`config.mk`:
```
export PLATFORM = sky130hd
export DESIGN_NAME = otter_uart_tx
export DESIGN_NICKNAME = d
export VERILOG_FILES = /design/src/rtl/otter_io_pkg.sv /design/src/rtl/otter_sync_fifo.sv /design/src/rtl/otter_uart_tx.sv
export SDC_FILE = /design/constraint.sdc
export NUM_CORES = 1
export LEC_CHECK = 0
export ABC_AREA = 1
export ABC_CLOCK_PERIOD_IN_PS = 2400
export CAP_MARGIN = 30
export CORE_MARGIN = 1
export CORE_UTILIZATION = 40
export CTS_CLUSTER_SIZE = 14
export DETAILED_ROUTE_END_ITERATION = 8
export MAX_ROUTING_LAYER = met4
export PLACE_DENSITY = 0.67
export SLEW_MARGIN = 10
export SYNTH_ARGS = -nofsm -noshare
export SYNTH_HDL_FRONTEND = slang
export SYNTH_SLANG_ARGS = --single-unit
```
`constraint.sdc`:
```
create_clock -name CLK -period 2.4 [get_ports CLK]
set_clock_uncertainty 0.2 [all_clocks]
set_input_delay 0.36 -clock CLK [delete_from_list [all_inputs] [get_ports CLK]]
set_output_delay 0.36 -clock CLK [all_outputs]
set_load 0.01 [all_outputs]
```
`src/rtl/otter_io_pkg.sv`:
```
// Shared constants and types for OTTER IOBUS peripherals.
// Holds address map entries, status bit positions and the UART TX state type.
package otter_io_pkg;

    localparam logic [31:0] UART_TX_BASE       = 32'h1100_0040;
    localparam logic [31:0] UART_STATUS_OFFSET = 32'd4;

    // Bit positions inside the UART status word
    localparam int BUSY  = 0;
    localparam int FULL  = 1;
    localparam int EMPTY = 2;
    localparam int OVF   = 3;

    typedef enum logic [1:0] {
        IDLE,
        START,
        DATA,
        STOP
    } uart_state_t;

endpackage

```
`src/rtl/otter_sync_fifo.sv`:
```
// Single-clock first-word-fall-through FIFO shared by IOBUS peripherals.
// A push into a full FIFO is accepted only when a pop retires an entry in the same cycle.
module otter_sync_fifo #(
    parameter int WIDTH = 8,
    parameter int DEPTH = 8
) (
    input  logic             clk,
    input  logic             rst,
    input  logic             push,
    input  logic [WIDTH-1:0] wr_data,
    input  logic             pop,
    output logic [WIDTH-1:0] rd_data,
    output logic             full,
    output logic             empty
);

    localparam int AW = $clog2(DEPTH);
    localparam int CW = AW + 1;

    logic [WIDTH-1:0] mem [DEPTH];
    logic [AW-1:0]    wr_ptr;
    logic [AW-1:0]    rd_ptr;
    logic [CW-1:0]    count;
    logic             push_ok;
    logic             pop_ok;

    assign full    = (count == CW'(DEPTH));
    assign empty   = (count == '0);
    assign pop_ok  = pop && !empty;
    assign push_ok = push && (!full || pop_ok);
    assign rd_data = mem[rd_ptr];

    always_ff @(posedge clk) begin
        if (push_ok) begin
            mem[wr_ptr] <= wr_data;
        end
    end

    // Pointers are exactly AW bits wide so they wrap modulo DEPTH on their own
    always_ff @(posedge clk) begin
        if (rst) begin
            wr_ptr <= '0;
            rd_ptr <= '0;
            count  <= '0;
        end else begin
            if (push_ok) begin
                wr_ptr <= wr_ptr + 1'b1;
            end
            if (pop_ok) begin
                rd_ptr <= rd_ptr + 1'b1;
            end
            count <= count + CW'(push_ok) - CW'(pop_ok);
        end
    end

endmodule

```
`src/rtl/otter_uart_tx.sv`:
```
// Memory-mapped 8N1 UART transmitter on the OTTER IOBUS.
// Stores go through a small FIFO; a status word reports busy/full/empty/overflow.
module otter_uart_tx
    import otter_io_pkg::*;
#(
    parameter logic [31:0] BASE_ADDR    = UART_TX_BASE,
    parameter int          CLKS_PER_BIT = 868,
    parameter int          FIFO_DEPTH   = 8
) (
    input  logic        CLK,
    input  logic        RST,
    input  logic [31:0] IOBUS_ADDR,
    input  logic [31:0] IOBUS_OUT,
    input  logic        IOBUS_WR,
    output logic [31:0] IOBUS_RD_DATA,
    output logic        TX,
    output logic        TX_BUSY
);

    localparam int              BW          = $clog2(CLKS_PER_BIT);
    localparam logic [BW-1:0]   BAUD_LAST   = BW'(CLKS_PER_BIT - 1);
    localparam logic [31:0]     STATUS_ADDR = BASE_ADDR + UART_STATUS_OFFSET;

    uart_state_t   state, state_next;
    logic [BW-1:0] baud, baud_next;
    logic [2:0]    bit_idx, bit_next;
    logic [7:0]    shift, shift_next;
    logic          tx_next;
    logic          overflow;

    logic          data_wr;
    logic          status_wr;
    logic          fifo_pop;
    logic          fifo_full;
    logic          fifo_empty;
    logic [7:0]    fifo_rd_data;
    logic          unused_bits;

    assign data_wr     = IOBUS_WR && (IOBUS_ADDR == BASE_ADDR);
    assign status_wr   = IOBUS_WR && (IOBUS_ADDR == STATUS_ADDR);
    assign fifo_pop    = (state == IDLE) && !fifo_empty;
    assign TX_BUSY     = (state != IDLE) || !fifo_empty;
    assign unused_bits = ^IOBUS_OUT[31:8];

    otter_sync_fifo #(
        .WIDTH (8),
        .DEPTH (FIFO_DEPTH)
    ) u_fifo (
        .clk     (CLK),
        .rst     (RST),
        .push    (data_wr),
        .wr_data (IOBUS_OUT[7:0]),
        .pop     (fifo_pop),
        .rd_data (fifo_rd_data),
        .full    (fifo_full),
        .empty   (fifo_empty)
    );

    always_comb begin
        state_next = state;
        baud_next  = baud;
        bit_next   = bit_idx;
        shift_next = shift;
        case (state)
            IDLE: begin
                if (!fifo_empty) begin
                    state_next = START;
                    baud_next  = '0;
                    shift_next = fifo_rd_data;
                end
            end
            START: begin
                if (baud == BAUD_LAST) begin
                    state_next = DATA;
                    baud_next  = '0;
                    bit_next   = 3'd0;
                end else begin
                    baud_next = baud + 1'b1;
                end
            end
            DATA: begin
                if (baud == BAUD_LAST) begin
                    baud_next  = '0;
                    shift_next = {1'b0, shift[7:1]};
                    if (bit_idx == 3'd7) begin
                        state_next = STOP;
                    end else begin
                        bit_next = bit_idx + 1'b1;
                    end
                end else begin
                    baud_next = baud + 1'b1;
                end
            end
            STOP: begin
                if (baud == BAUD_LAST) begin
                    state_next = IDLE;
                    baud_next  = '0;
                end else begin
                    baud_next = baud + 1'b1;
                end
            end
            default: state_next = IDLE;
        endcase
    end

    // TX is computed from the upcoming state so the line is a clean flop output
    always_comb begin
        tx_next = 1'b1;
        case (state_next)
            START:   tx_next = 1'b0;
            DATA:    tx_next = shift_next[0];
            default: tx_next = 1'b1;
        endcase
    end

    always_ff @(posedge CLK) begin
        if (RST) begin
            state    <= IDLE;
            baud     <= '0;
            bit_idx  <= '0;
            shift    <= '0;
            TX       <= 1'b1;
            overflow <= 1'b0;
        end else begin
            state   <= state_next;
            baud    <= baud_next;
            bit_idx <= bit_next;
            shift   <= shift_next;
            TX      <= tx_next;
            if (data_wr && fifo_full && !fifo_pop) begin
                overflow <= 1'b1;
            end else if (status_wr && IOBUS_OUT[3]) begin
                overflow <= 1'b0;
            end
        end
    end

    always_comb begin
        IOBUS_RD_DATA = 32'b0;
        if (IOBUS_ADDR == STATUS_ADDR) begin
            IOBUS_RD_DATA[BUSY]  = (state != IDLE);
            IOBUS_RD_DATA[FULL]  = fifo_full;
            IOBUS_RD_DATA[EMPTY] = fifo_empty;
            IOBUS_RD_DATA[OVF]   = overflow;
        end
    end

endmodule

```
* Yosys cells after proc, flatten, opt, wreduce, memory -nomap -nowiden
Memories as Yosys holds them, arrays and structs flattened. A register that Yosys moved wholly into a read port is not among the register bits.
Cells that the tools add are included.
** Storage, ports and cells
- Register bits after elaboration :: 35
- Latch bits :: 0
- Memory bits (writable) :: 64
- Bits in read-only memories :: 0
- Bits of input ports :: 67
- Logic and storage cells :: 77
- Memories kept :: 1
** Memories
- u_fifo.mem :: words 8, bits a word 8, read ports 1, clocked after Yosys merged registers in 1, write ports 1, line otter_sync_fifo.sv:20 : logic [WIDTH-1:0] mem [DEPTH];
** Cells by class
- Add/subtract/negate cells :: 6
- Multipliers :: 0
- Div/mod/pow operators :: 0
- Magnitude comparators :: 0
- Eq/ne operators :: 14
- Shift operators :: 0
- Mux-type cells :: 24
- Bitwise logic cells :: 0
- Reduce and logical (&&, ||, !) cells :: 22
** Operator list (count)
- $eq 32x29->1 const B :: 2
- $mux 10 :: 2
- $pmux 10 s2 :: 1
- $mux 8 :: 2
- $pmux 8 s2 :: 1
- $mux 3 :: 5
- $add 10x1->10 const B :: 1
- $eq 10x10->1 const B :: 1
- $mux 2 :: 5
- $add 3x1->3 const B :: 3
- $logic_and 1x1->1 :: 8
- $ne 2x2->1 const B :: 4
- $pmux 2 s4 :: 1
- $reduce_bool 2->1 :: 4
- $eq 2x2->1 const B :: 3
- $pmux 3 s2 :: 1
- $add 4x1->4 :: 1
- $eq 2x1->1 const B :: 2
- $eq 4x4->1 const B :: 1
- $logic_not 4->1 :: 1
- $mux 1 :: 4
- $mux 4 :: 1
- $reduce_and 4->1 :: 1
- $sub 4x1->4 :: 1
- other kinds (7) :: 10

* Depth between registers and ports, before layout
- Depth after elaboration :: 8
- Gate-level depth with buffers :: 13
- Gate-level depth less buffers :: 12

* Hierarchy
A second synthesis with hierarchy kept.
** Unflattened totals
- Cell total of the unflattened synthesis :: 583
- Area, all modules :: 5137.4 um^2
** Modules (own cells, without submodules)
- otter_sync_fifo :: instances 1, cells each 288, area an instance 3249.4 um^2, sequential area each 2182.1 um^2
- otter_uart_tx :: instances 1, cells each 295, area an instance 1888.1 um^2, sequential area each 500.5 um^2

* Worst setup path before layout
No wires, ideal clock.
- Path kind :: reg-to-reg
- Start point :: reg u_fifo.count[2]
- End point :: reg u_fifo.count[2]
- Setup time :: 0.128 ns
- Arrival time :: 1.999 ns
- Slack :: 0.073 ns
- Cell stages (with the launch flop) :: 13
- Cell sequence :: dfxtp_1 -> inv_1 -> ha_1 -> nand2_1 -> nand2_2 -> inv_2 -> buf_4 -> ha_1 -> inv_1 -> ha_1 -> fa_1 -> xnor2_1 -> nor2_1
** Between the ends
- Cells in the longest elaborated chain, start to end :: 8
- Elaborated cells on any way between the ends :: 10
- Classes of those cells :: add/sub (2); eq/ne (1); reduce/logical (7)
** Ends and longest elaborated chain
- start, declared :: line otter_sync_fifo.sv:23 : logic [CW-1:0] count;
- start signal, assigned :: line otter_sync_fifo.sv:52 : count <= count + CW'(push_ok) - CW'(pop_ok);
- $logic_not 4->1 * :: line otter_sync_fifo.sv:28 : assign empty = (count == '0);
- $logic_not 1->1 * :: line otter_sync_fifo.sv:29, otter_uart_tx.sv:41
- $logic_and 1x1->1 :: line otter_uart_tx.sv:41 : assign fifo_pop = (state == IDLE) && !fifo_empty;
- $logic_and 1x1->1 * :: line otter_sync_fifo.sv:29 : assign pop_ok = pop && !empty;
- named net u_fifo.pop_ok :: line otter_sync_fifo.sv:25 : logic pop_ok;
- $logic_or 1x1->1 :: line otter_sync_fifo.sv:30 : assign push_ok = push && (!full || pop_ok);
- $logic_and 1x1->1 :: line otter_sync_fifo.sv:30
- $add 4x1->4 :: line otter_sync_fifo.sv:52
- $sub 4x1->4 * :: line otter_sync_fifo.sv:52
The timed path passes the listed nets; every way through them passes the cells marked *.
A chain may end at the register's enable or synchronous reset.

* Worst setup path after layout
- Start point :: in IOBUS_ADDR[0]
- End point :: reg u_fifo.count[1]
** Between the ends
- Cells in the longest elaborated chain, start to end :: 5
** Ends and longest elaborated chain
- start, declared :: line otter_uart_tx.sv:12 : input logic [31:0] IOBUS_ADDR,
- $eq 32x29->1 :: line otter_uart_tx.sv:39 : assign data_wr = IOBUS_WR && (IOBUS_ADDR == BASE_ADDR);
- $logic_and 1x1->1 :: line otter_uart_tx.sv:39
- $logic_and 1x1->1 :: line otter_sync_fifo.sv:30
- named net u_fifo.push_ok :: line otter_sync_fifo.sv:24 : logic push_ok;
- $add 4x1->4 :: line otter_sync_fifo.sv:52
- $sub 4x1->4 :: line otter_sync_fifo.sv:52
The timed path passes the listed nets, and every way through them passes these cells.

==> impl_metrics.json <==
{
  "gr-usage-all-layers": 0.177,
  "cts_max_level": 3,
  "combPwrFrac": 0.312,
  "cp_max_fo": 3,
  "slew_headroom": 0.540,
  "pwr-share-seq": 0.414,
  "place.gp.congestion": 0.817,
  "multi_input_area_um2": 1830,
  "numClockSinks": 102,
  "avgViaCountPerCell": 4.76,
  "worst_r2r_endpoint": "u_fifo.count[2]",
  "drt_pass1_iterations": 7,
  "yosysSeqAreaShare": 0.540,
  "ff_latch_area_um2": 2680,
  "grt_pass1_vias": 3751,
  "p_switching_uw": 1720,
  "crit_path_end_kind": "flip-flop",
  "cts-root-buf": "clkbuf_16",
  "die_w_um": 113,
  "hpwl_um": 7360,
  "coreArea_um2": 12100,
  "p_per_area_nw_per_um2": 829,
  "crit_arrival_ps": 2260,
  "worstReg2RegStart": "state[1]",
  "period_share": 0.931,
  "final_cell_mix": "93 x nor2_1, 75 x nand2_1, 67 x inv_1",
  "intPower_uw": 3330,
  "path_clk_slew_ps": 70,
  "synthesis.area_um2": 4970,
  "io_pins": 101,
  "whs_ps": 274,
  "wirelength_um": 10400,
  "worstSetupPathType": "in2reg",
  "p_leak_uw": 0.00248,
  "port_buffers": 48,
  "pwr-share-clk": 0.274,
  "setup_viol": 0,
  "status": "finished, final reports clean",
  "grt_max_degree": 33,
  "finalNetCount": 726,
  "rr_worst_depth": 11,
  "synth_seq_cells": 102,
  "required_ps": 2430,
  "grt.overflow.total": 0,
  "cts_setup_buffers": 0,
  "vias": 3906,
  "irDropWorstVdd_mv": 0.378,
  "fill_cells": 1067,
  "fp.dieH_um": 113,
  "power_uw": 5050,
  "drv_cap": 0,
  "rsz0062_at_grt": "true",
  "drtAntennaViolNets": 0,
  "syn_inst": 561,
  "grt_pass1_wl_um": 17200,
  "wire_per_inst_um": 12.6,
  "slew_violations": 0,
  "rrSetupSlack_ps": 190,
  "fp.dieArea_um2": 12900,
  "ys.warnings.count": 0,
  "drtIter0Drc": 223,
  "fmax_mhz": 448,
  "setup-tns-final_ps": 0,
  "area_growth_pct": 22.7,
  "final_common_cell": "nor2_1",
  "hold_class": "reg2reg",
  "insertion_delay_ps": 340,
  "ys_types": 37,
  "drc": 0,
  "diodes": 0,
  "fin_util": 0.505,
  "antenna_found_initial": 0,
  "instances_no_fill": 820,
  "cts_tree": "built",
  "crit_path_end": "u_fifo.count[1]",
  "period_minus_slack_ps": 2230,
  "finalHoldViolCount": 0,
  "placed_cells": 804,
  "startpoint_type": "input port",
  "cts_buffer_depth": 2,
  "swShare": 0.341,
  "tightestPinTransition_ps": 689,
  "row_count": 40,
  "start_util": 0.412,
  "drive_above_1_share": 0.141,
  "avgSynthCellArea_um2": 8.85,
  "critPathLaunch": "IOBUS_ADDR[0]",
  "cts_buffers": 9
}
## metrics by stage
| stage | cell area (um^2) | setup slack (ps) |
|---|---|---|
| CTS | 6090 | 18.7 |
| global route | 6100 | -2.86 |
| detailed placement | 5800 | -277 |
| finish | 6100 | 167 |
| global placement | 5800 | -293 |
| floorplan | 5070 | 73.0 |
## power groups by stage
stage               combinational, uW  sequential, uW  clock (uW)
CTS                              1580            2090        1420
finish                           1580            2090        1390
floorplan                        1110            2120           0
detailed placement               1570            2130           0
global route                     1810            2110        1500
global placement                 1510            2120           0
## kinds of logic (layout without fill, tap and decap cells)
family / count (synthesis) / after routing / share of synthesized area
XOR/XNOR: 2 / 2 / 0.00353
adder cells (fa/ha/maj): 12 / 12 / 0.0317
AO/OA/AOI/OAI: 82 / 82 / 0.0927
buffers and inverters: 118 / 182 / 0.113
AND/OR/NAND/NOR: 244 / 244 / 0.218
other: 1 / 28 / 0.000755
flip-flops: 102 / 102 / 0.540
## flip-flops by register name, summed over array words and instances (netlist names), named ones only
| signal | flops |
|---|---|
| overflow | 1 |
| u_fifo.mem | 64 |
| u_fifo.wr_ptr | 3 |
| u_fifo.count | 4 |
| TX | 1 |
| shift | 8 |
| state | 2 |
| baud | 10 |
| bit_idx | 3 |
| u_fifo.rd_ptr | 3 |
## routing by layer
layer,track usage,vias to the layer above,part of all wire
met3,0.0345,4,0.043
met1,0.206,1810,0.43
met4,0.0553,0,0.0083
met5,-,-,0
met2,0.311,105,0.52
li1,-,1987,-
## how the worst min path moves through the flow
stage / to / depth (start not counted) / from / slack [ps]
after global placement: u_fifo.rd_ptr[2] / 2 / u_fifo.rd_ptr[2] / 250
after CTS: overflow / 2 / overflow / 270
after global routing: overflow / 2 / overflow / 300
after floorplan: flip-flop / 2 / u_fifo.rd_ptr[2] / 230
final: shift[0] / 2 / shift[0] / 270
after detailed placement: overflow / 2 / overflow / 260
## critical path: stages
cell             delay (ps)
clkdlybuf4s50_1         410
nor2_2                  140
nand3_1                  80
nor2_1                  110
nand2_1                  70
nor2_2                  110
buf_4                   130
nand3_2                  70
inv_2                    70
ha_2                    190
fa_1                    420
inv_1                    60
nor2_1                   30
## synthesized netlist by cell type
cell      instances  area (um^2)
a21o_1            1         7.51
o21bai_1          1         7.51
xnor2_1           1         8.76
a211oi_1          1         7.51
edfxtp_1         64         1920
dfxtp_1          38          761
inv_2             7         26.3
ha_1             11          138
o21ai_1           4         20.0
nor3_1            3         15.0
buf_4            29          218
o21ai_0          37          185
xor2_1            1         8.76
a21oi_1          21          105
nand2_4           1         11.3
nor2_2            5         31.3
fa_1              1         20.0
nand2_2           6         37.5
nor2_1           95          357
o22ai_1           1         6.26
o221ai_1          2         17.5
a22oi_1           1         7.51
a31oi_1           1         6.26
nand3_2           3         30.0
buf_2             6         30.0
clkbuf_1          7         26.3
inv_1            67          251
nor2_4            2         22.5
nand3_1          31          155
o211ai_1         12         90.1
clkbuf_2          1         5.00
nand2_1          76          285
conb_1            1         3.75
clkinv_2          1         5.00
nand3b_1          1         7.51
and3_1            2         12.5
nand4_1          19          119
## repair_timing
action	4_1_cts	5_1_grt
resized for setup	6	14
hold buffers	0	0
pin swaps	0	2
endpoints found under the setup margin	4	28
gates cloned	0	0
## cell type report
class / count / share of cell area
Sequential cell: 102 / 0.440
Multi-Input combinational cell: 368 / 0.301
Timing Repair Buffer: 91 / 0.131
Inverter: 75 / 0.0464
Clock buffer: 9 / 0.0369
Tap cell: 168 / 0.0345
Clock inverter: 7 / 0.0107
(Power assumes the default switching activity.)
